[src/rtl/wb_pkg.sv]
// rtl/wb_pkg.sv - write-back stage encodings and the load misalignment predicate
package wb_pkg;

    localparam logic [1:0] MTR_ALU  = 2'b00;
    localparam logic [1:0] MTR_MEM  = 2'b01;
    localparam logic [1:0] MTR_LINK = 2'b10;

    localparam logic [2:0] LD_W  = 3'b000;
    localparam logic [2:0] LD_B  = 3'b001;
    localparam logic [2:0] LD_BU = 3'b010;
    localparam logic [2:0] LD_H  = 3'b011;
    localparam logic [2:0] LD_HU = 3'b100;

    // Unknown load types behave as lw, so they need word alignment too.
    function automatic logic load_is_misaligned(input logic [2:0] load_type, input logic [1:0] addr);
        logic mis;
        case (load_type)
            LD_B, LD_BU: mis = 1'b0;
            LD_H, LD_HU: mis = addr[0];
            default:     mis = (addr != 2'b00);
        endcase
        return mis;
    endfunction

endpackage

[src/rtl/load_extender.sv]
// rtl/load_extender.sv - selects the addressed byte/half of a load word and sign/zero-extends it
module load_extender
    import wb_pkg::*;
(
    input  logic [31:0] raw_word,
    input  logic [1:0]  addr,
    input  logic [2:0]  load_type,
    output logic [31:0] ext_data
);

    logic [7:0]  lane_byte;
    logic [15:0] lane_half;

    always_comb begin
        case (addr)
            2'd0:    lane_byte = raw_word[7:0];
            2'd1:    lane_byte = raw_word[15:8];
            2'd2:    lane_byte = raw_word[23:16];
            default: lane_byte = raw_word[31:24];
        endcase
        lane_half = addr[1] ? raw_word[31:16] : raw_word[15:0];
    end

    always_comb begin
        case (load_type)
            LD_B:    ext_data = {{24{lane_byte[7]}}, lane_byte};
            LD_BU:   ext_data = {24'd0, lane_byte};
            LD_H:    ext_data = {{16{lane_half[15]}}, lane_half};
            LD_HU:   ext_data = {16'd0, lane_half};
            default: ext_data = raw_word;
        endcase
    end

endmodule

[src/rtl/writeback_stage.sv]
// rtl/writeback_stage.sv - MEM/WB register, write-back select and retire counter; WB_FWD_BYPASS_EN adds a forwarding tap
module writeback_stage
    import wb_pkg::*;
#(
    parameter int CNT_W = 32
) (
    input  logic             clk,
    input  logic             reset,
    input  logic             stall,
    input  logic             flush,
    input  logic             mem_valid,
    input  logic             mem_RegWrite,
    input  logic [4:0]       mem_Write_register,
    input  logic [1:0]       mem_MemtoReg,
    input  logic [2:0]       mem_LoadType,
    input  logic [31:0]      mem_ALU_out,
    input  logic [31:0]      mem_Read_data,
    input  logic [31:0]      mem_PC_plus4,
`ifdef WB_FWD_BYPASS_EN
    input  logic [4:0]       rs_addr,
    input  logic [4:0]       rt_addr,
    output logic             fwd_valid,
    output logic [4:0]       fwd_reg,
    output logic [31:0]      fwd_data,
    output logic             rs_hit,
    output logic             rt_hit,
`endif
    output logic             RegWrite,
    output logic [4:0]       Write_register,
    output logic [31:0]      Write_data,
    output logic             load_misalign,
    output logic [CNT_W-1:0] retired
);

    logic        wb_valid;
    logic        wb_RegWrite;
    logic [4:0]  wb_Write_register;
    logic [1:0]  wb_MemtoReg;
    logic [2:0]  wb_LoadType;
    logic [31:0] wb_ALU_out;
    logic [31:0] wb_Read_data;
    logic [31:0] wb_PC_plus4;
    logic [31:0] load_value;

    always_ff @(posedge clk or posedge reset) begin
        if (reset) begin
            wb_valid          <= 1'b0;
            wb_RegWrite       <= 1'b0;
            wb_Write_register <= 5'd0;
            wb_MemtoReg       <= 2'd0;
            wb_LoadType       <= 3'd0;
            wb_ALU_out        <= 32'd0;
            wb_Read_data      <= 32'd0;
            wb_PC_plus4       <= 32'd0;
            retired           <= '0;
        end else begin
            if (flush) begin
                wb_valid <= 1'b0;
            end else if (!stall) begin
                wb_valid          <= mem_valid;
                wb_RegWrite       <= mem_RegWrite;
                wb_Write_register <= mem_Write_register;
                wb_MemtoReg       <= mem_MemtoReg;
                wb_LoadType       <= mem_LoadType;
                wb_ALU_out        <= mem_ALU_out;
                wb_Read_data      <= mem_Read_data;
                wb_PC_plus4       <= mem_PC_plus4;
            end
            // An instruction retires when it leaves WB, which a stall prevents.
            if (wb_valid && !stall)
                retired <= retired + 1'b1;
        end
    end

    load_extender u_load_extender (
        .raw_word  (wb_Read_data),
        .addr      (wb_ALU_out[1:0]),
        .load_type (wb_LoadType),
        .ext_data  (load_value)
    );

    always_comb begin
        load_misalign  = wb_valid && (wb_MemtoReg == MTR_MEM)
                         && load_is_misaligned(wb_LoadType, wb_ALU_out[1:0]);
        RegWrite       = wb_valid && wb_RegWrite && (wb_Write_register != 5'd0) && !load_misalign;
        Write_register = wb_valid ? wb_Write_register : 5'd0;
        Write_data     = 32'd0;
        if (wb_valid) begin
            case (wb_MemtoReg)
                MTR_MEM:  Write_data = load_value;
                MTR_LINK: Write_data = wb_PC_plus4;
                default:  Write_data = wb_ALU_out;
            endcase
        end
    end

`ifdef WB_FWD_BYPASS_EN
    assign fwd_valid = RegWrite;
    assign fwd_reg   = Write_register;
    assign fwd_data  = Write_data;
    assign rs_hit    = RegWrite && (rs_addr == Write_register);
    assign rt_hit    = RegWrite && (rt_addr == Write_register);
`endif

endmodule

[config.mk]
export PLATFORM = sky130hd
export DESIGN_NAME = writeback_stage
export DESIGN_NICKNAME = d
export VERILOG_FILES = /design/src/rtl/wb_pkg.sv /design/src/rtl/load_extender.sv /design/src/rtl/writeback_stage.sv
export SDC_FILE = /design/constraint.sdc
export NUM_CORES = 1
export LEC_CHECK = 0
export ABC_CLOCK_PERIOD_IN_PS = 5000
export CAP_MARGIN = 20
export CORE_AREA = 5 5 116 118
export DETAILED_ROUTE_END_ITERATION = 16
export DIE_AREA = 0 0 121 123
export DONT_BUFFER_PORTS = 1
export PLACE_DENSITY = 0.75
export SLEW_MARGIN = 20
export SYNTH_ARGS = -nofsm -noshare
export SYNTH_HDL_FRONTEND = slang
export SYNTH_SLANG_ARGS = --single-unit
[constraint.sdc]
create_clock -name clk -period 5 [get_ports clk]
set_input_delay 1.5 -clock clk [delete_from_list [all_inputs] [get_ports clk]]
set_output_delay 1.5 -clock clk [all_outputs]
set_load 0.02 [all_outputs]
* After elaboration in Yosys (flattened, before gate mapping)
Index checks and enable logic that the tools add are counted.
** Word-level totals
- Memory bits (read-only) :: 0
- Memories kept :: 0
- Latch bits :: 0
- Flip-flop bits (word level) :: 140
- Logic and storage cells :: 44
- Output and inout port bits :: 71
- Memory bits (writable) :: 0
** Cells by class
- Add/sub/neg operators :: 1
- Divide/modulo/power cells :: 0
- Equal/unequal tests :: 9
- Mux-type cells :: 9
- Shift-type cells :: 0
- $lt $le $gt $ge :: 0
- Reduce and logical (&&, ||, !) cells :: 14
- Multipliers :: 0
- Bitwise operators :: 2
** Operators with widths (count)
- $pmux W32 S4 :: 1
- $pmux W32 S2 :: 1
- $add A32 B1 Y32 const B :: 1
- $mux W32 :: 1
- $pmux W8 S3 :: 1
- $mux W16 :: 1
- $eq A3 B2 Y1 const B :: 2
- $logic_and A1 B1 Y1 :: 6
- $mux W5 :: 1
- $reduce_bool A5 Y1 :: 1
- $eq A2 B1 Y1 const B :: 2
- $eq A2 B2 Y1 const B :: 2
- $reduce_or A2 Y1 :: 2
- $eq A3 B1 Y1 const B :: 1
- $eq A3 B3 Y1 const B :: 1
- $logic_not A1 Y1 :: 2
- $logic_not A2 Y1 :: 1
- $mux W1 :: 2
- $ne A2 B1 Y1 const B :: 1
- $not A1 Y1 :: 2
- $pmux W1 S2 :: 1
- $reduce_and A2 Y1 :: 1
- $reduce_bool A2 Y1 :: 1

* Longest topological paths before layout
- Depth in word-level cells :: 6
- Gate-level depth with buffers :: 8
- Mapped depth without buffers :: 7

* Modules after synthesis
A second synthesis with hierarchy kept.
** Second synthesis, totals
- Cell total of the unflattened synthesis :: 704
- Area total of the unflattened synthesis :: 7658.6 um2
** Modules (own cells, without submodules)
- writeback_stage :: times used 1, cells each 522, sequential area each 3503.4 um2, area each 6382.4 um2
- load_extender :: times used 1, cells each 182, sequential area each 0.0 um2, area each 1276.2 um2

* Worst setup path after synthesis
No wires, ideal clock.
- Kind :: flip-flop to output port
- Start :: reg wb_LoadType[0]
- End :: out RegWrite
- Arrival time :: 2.115 ns
- Buffers on the path :: 3
- Required time :: 3.500 ns
- Setup slack :: 1.385 ns
- Cell stages (with the launch flop) :: 9
- Cells stage by stage :: dfrtp_1 > buf_2 > nor2_1 > buf_2 > or2_2 > clkbuf_1 > a31oi_1 > nor3_1 > nor2_1
** Between the ends
- Longest elaborated chain between the ends :: 6
- Elaborated cells between the ends (all ways) :: 10
- Those cells by class :: eq/ne (4); mux (1); reduce/logical (5)
** RTL lines
- start: declaration :: line writeback_stage.sv:39 : logic [2:0] wb_LoadType;
- start signal: assignment :: line writeback_stage.sv:64 : wb_LoadType <= mem_LoadType;
- $eq A3 B2 Y1, or another cell as far along :: line wb_pkg.sv:17 : case (load_type)
- $reduce_or A2 Y1 :: line wb_pkg.sv:17
- $pmux W1 S2 (*) :: line wb_pkg.sv:17
- $logic_and A1 B1 Y1 (*) :: line writeback_stage.sv:84 : && load_is_misaligned(wb_LoadType, wb_ALU_out[1:0]);
- via load_misalign :: line writeback_stage.sv:31 : output logic load_misalign,
- $logic_not A1 Y1 (*) :: line writeback_stage.sv:85 : RegWrite = wb_valid && wb_RegWrite && (wb_Write_register != 5'd0) && !load_misalign;
- $logic_and A1 B1 Y1 (*) :: line writeback_stage.sv:85
- end: declaration :: line writeback_stage.sv:28 : output logic RegWrite,
The timed path passes the listed nets; every way through them passes the cells marked *.

* Worst setup path in the final report
- Start :: reg wb_ALU_out[1]
- End :: out Write_data[9]
** Between the ends
- Longest elaborated chain between the ends :: 5
- Elaborated cells between the ends (all ways) :: 8
- Those cells by class :: eq/ne (2); mux (5); reduce/logical (1)
** RTL lines
- start: declaration :: line writeback_stage.sv:40 : logic [31:0] wb_ALU_out;
- start signal: assignment :: line writeback_stage.sv:65 : wb_ALU_out <= mem_ALU_out;
- $eq A2 B2 Y1, or another cell as far along :: line load_extender.sv:15 : case (addr)
- $pmux W8 S3 :: line load_extender.sv:15
- $pmux W32 S4 (*) :: line load_extender.sv:25 : case (load_type)
- $pmux W32 S2 (*) :: line writeback_stage.sv:89 : case (wb_MemtoReg)
- $mux W32 (*) :: line writeback_stage.sv:88 : if (wb_valid) begin
- end: declaration :: line writeback_stage.sv:30 : output logic [31:0] Write_data,
Mark *: on every way between the ends. The rest lies on a longest branch, timed or not.

==> metrics.yaml <==
arrival_ps: 2920
drive_above_1_share_pct: 28.35
cts_tree: "built"
portBuffers: 0
syn_nets: 737
clk_pin_slew_ps: 60
die_h_um: 123
synth.avg_cell_area_um2: 11.20
ir_drop_v: 0.0003518
finalCritPeriodShare_pct: 88.32
clock_latency_ps: 420
p_switching_uw: 999.1
path_class: "reg2out"
min_period_ps: 4416
antenna_found_initial: 5
nets: 738
pwr-share-seq_pct: 43.5
cts_made_buffers: 17
grt_pass1_vias: 5349
placed_area_um2: 7223
powerDensity_nw_per_um2: 425.5
required_ps: 3500
vias: 5068
ios: 183
setup_viol: 0
p_comb_share_pct: 18.3
path_max_fanout: 21
p_int_mw: 2.340
fin_worst_skew_ps: 9.679
cts_buffer_depth: 2
synth_area_um2: 6965
slowest_stage: "dfrtp_1"
ys_types: 43
die_area_um2: 14880
drc: 0
overflow: 0
netlist_instances: 622
root_buffer: "clkbuf_16"
ctsResizeCount: 0
ys_async_sr_fraction_pct: 100.0
synth_edf_count: 0
critical-path-max-stage-delay_ps: 890
rsz0062_at_grt: "no"
ys_warn_count: 0
grtUsageTotal_pct: 25.96
tightest_slew_ps: 838.7
vias_per_cell: 6.249
area_growth_pct: 12.68
finalHoldViolCount: 0
gp_congestion: 0.9056
cts_max_level: 4
final_cell_area_um2: 7849
final_cells: 811
post-place-cells: 775
maxCapViolations: 0
maxSlewViolCount: 0
wl_per_cell_um: 23.24
cts_sinks: 140
maxSlewHeadroom_pct: 44.08
swShare_pct: 29.92
initial_core_util_pct: 56.34
grt_max_degree: 111
p_leak_nw: 3.188
wl_um: 18850
ctsHoldBuffers: 0
fillCellCount: 959
crit_family: "flip-flops"
drt-initial-drc-count: 382
die_w_um: 121
ys.flop_type: "dfrtp_1"
hold_path_class: "reg2reg"
tns_ps: 0
grt_pass1_wl_um: 29420
core_um2: 12360
fmax_ghz: 0.2264
crit_path_cell_trace: "mux2_2 > o22ai_1 > nor2b_1 > o221ai_1 > a21oi_1 > buf_4"
synth-seq-area-share_pct: 50.30
worstSetupStartpointType: "flop"
drt-pass1-iter-count: 5
dp_hpwl_um: 13350
clkPwrFrac_pct: 38.2
antenna_left: 0
row_count: 41
post_cts_buffers: 0
cp-end-kind: "primary output"
crit_buf_inv: 1
ys_seq_elements: 140
outcome: "finished clean"
per-layer routing:
| metal | wire (µm) | GRT usage [%] | up-vias |
|---|---|---|---|
| li1 | - | - | 2260 |
| met3 | 1628 | 9.332 | 48 |
| met4 | 552 | 9.490 | 4 |
| met5 | 21 | 0 | - |
| met2 | 9385 | 42.93 | 251 |
| met1 | 7261 | 31.47 | 2505 |
stage by stage:
| step | util (%) | power (mW) | setup WS, ps | hold slack, ps |
|---|---|---|---|---|
| floorplan | - | 1.882 | 1385 | 475.2 |
| global placement | 58.43 | 2.040 | 1166 | 486.2 |
| detailed placement | 58.43 | 2.072 | 1033 | 490.6 |
| CTS | 63.24 | 3.350 | 592.4 | 504.0 |
| global route | 63.49 | 3.490 | 383.9 | 514.0 |
| finish | 63.49 | 3.339 | 583.8 | 500.3 |
final cells by class:
type                            count  area (µm²)  share of cell area (%)
Tap cell                          172       215.2                   2.742
Clock inverter                     13       166.4                   2.120
Timing Repair Buffer               23       210.2                   2.678
Multi-Input combinational cell    434        3284                   41.85
Inverter                            7       30.03                  0.3826
Antenna cell                        4       10.01                  0.1275
Sequential cell                   140        3503                   44.64
Clock buffer                       18       429.2                   5.468
worst paths after layout:
path	startpoint	to	slack, ps	cells after the start
max	wb_ALU_out[1]$_DFFE_PP0P_	Write_data[9]	580	6
min	wb_ALU_out[19]$_DFFE_PP0P_	wb_ALU_out[19]$_DFFE_PP0P_	500	1
max reg2reg	wb_valid$_DFFE_PP0P_	retired[24]$_DFFE_PP0P_	2670	6
min reg2reg	wb_ALU_out[19]$_DFFE_PP0P_	wb_ALU_out[19]$_DFFE_PP0P_	500	1
max in group asynchronous	reset	wb_valid$_DFFE_PP0P_	3060	3
min in group asynchronous	reset	wb_ALU_out[19]$_DFFE_PP0P_	970	1
Yosys cell counts (2+ instances only):
master | number | area share [%]
a21oi_1 | 41 | 2.9
a22o_1 | 8 | 1.0
and2_1 | 5 | 0.45
and3_1 | 5 | 0.45
and4_1 | 2 | 0.25
buf_2 | 3 | 0.22
clkbuf_1 | 37 | 2.0
dfrtp_1 | 140 | 50
ha_1 | 3 | 0.54
inv_1 | 7 | 0.38
mux2_2 | 108 | 17
mux2i_1 | 8 | 1.1
mux4_2 | 7 | 2.3
nand2_1 | 56 | 3.0
nand3_1 | 13 | 0.93
nand4_1 | 9 | 0.81
nor2_1 | 23 | 1.2
nor2b_1 | 9 | 0.81
nor3_1 | 3 | 0.22
o211ai_1 | 15 | 1.6
o21ai_0 | 51 | 3.7
o221ai_1 | 8 | 1.0
o22ai_1 | 9 | 0.81
or2_2 | 3 | 0.27
xnor2_1 | 27 | 3.4
xor2_1 | 5 | 0.63
power by group through the flow:
stage	Sequential [mW]	Clock [mW]	Combinational, mW
after floorplan	1.39	0	0.496
after global placement	1.45	0	0.585
after detailed placement	1.47	0	0.605
after CTS	1.45	1.29	0.610
after global routing	1.47	1.35	0.671
final	1.45	1.28	0.610
cell families after synthesis:
| group | Yosys count | synth area share (%) |
|---|---|---|
| flip-flops | 140 | 50.30 |
| buffers and inverters | 48 | 2.658 |
| adder cells (fa/ha/maj) | 3 | 0.5389 |
| AND/OR/NAND/NOR | 137 | 9.736 |
| AO/OA/AOI/OAI | 139 | 11.87 |
| XOR/XNOR | 32 | 4.024 |
| multiplexers | 123 | 20.87 |
sequential cells by signal, summed over array words and instances (netlist names):
name and cells:
wb_RegWrite 1, wb_PC_plus4 32, wb_LoadType 3, retired 32
wb_Write_register 5, wb_Read_data 32, wb_valid 1, wb_ALU_out 32
wb_MemtoReg 2
worst register-to-register path, delay by kind of cell (launching register included):
kind	cells	cell delay, ps
flip-flops	1	340
XOR/XNOR	1	150
buffers and inverters	1	390
AND/OR/NAND/NOR	4	1330
cells in the final DEF (no fill, tap or decap), types with 2 or more instances in the layout:
master,synthesis,layout
a21oi_1,41,41
a22o_1,8,8
and2_1,5,5
and3_1,5,5
and4_1,2,2
buf_12,0,3
buf_4,0,20
bufinv_16,0,3
clkbuf_16,0,17
clkinv_2,0,2
clkinv_4,0,2
clkinvlp_4,0,4
dfrtp_1,140,140
diode_2,0,4
ha_1,3,3
inv_1,7,6
inv_6,0,3
mux2_2,108,108
mux2i_1,8,8
mux4_2,7,7
nand2_1,56,56
nand3_1,13,13
nand4_1,9,9
nor2_1,23,22
nor2b_1,9,9
nor3_1,3,3
o211ai_1,15,15
o21ai_0,51,51
o221ai_1,8,8
o22ai_1,9,9
or2_2,3,3
xnor2_1,27,27
xor2_1,5,5
Power figures use the tool's default switching activity.
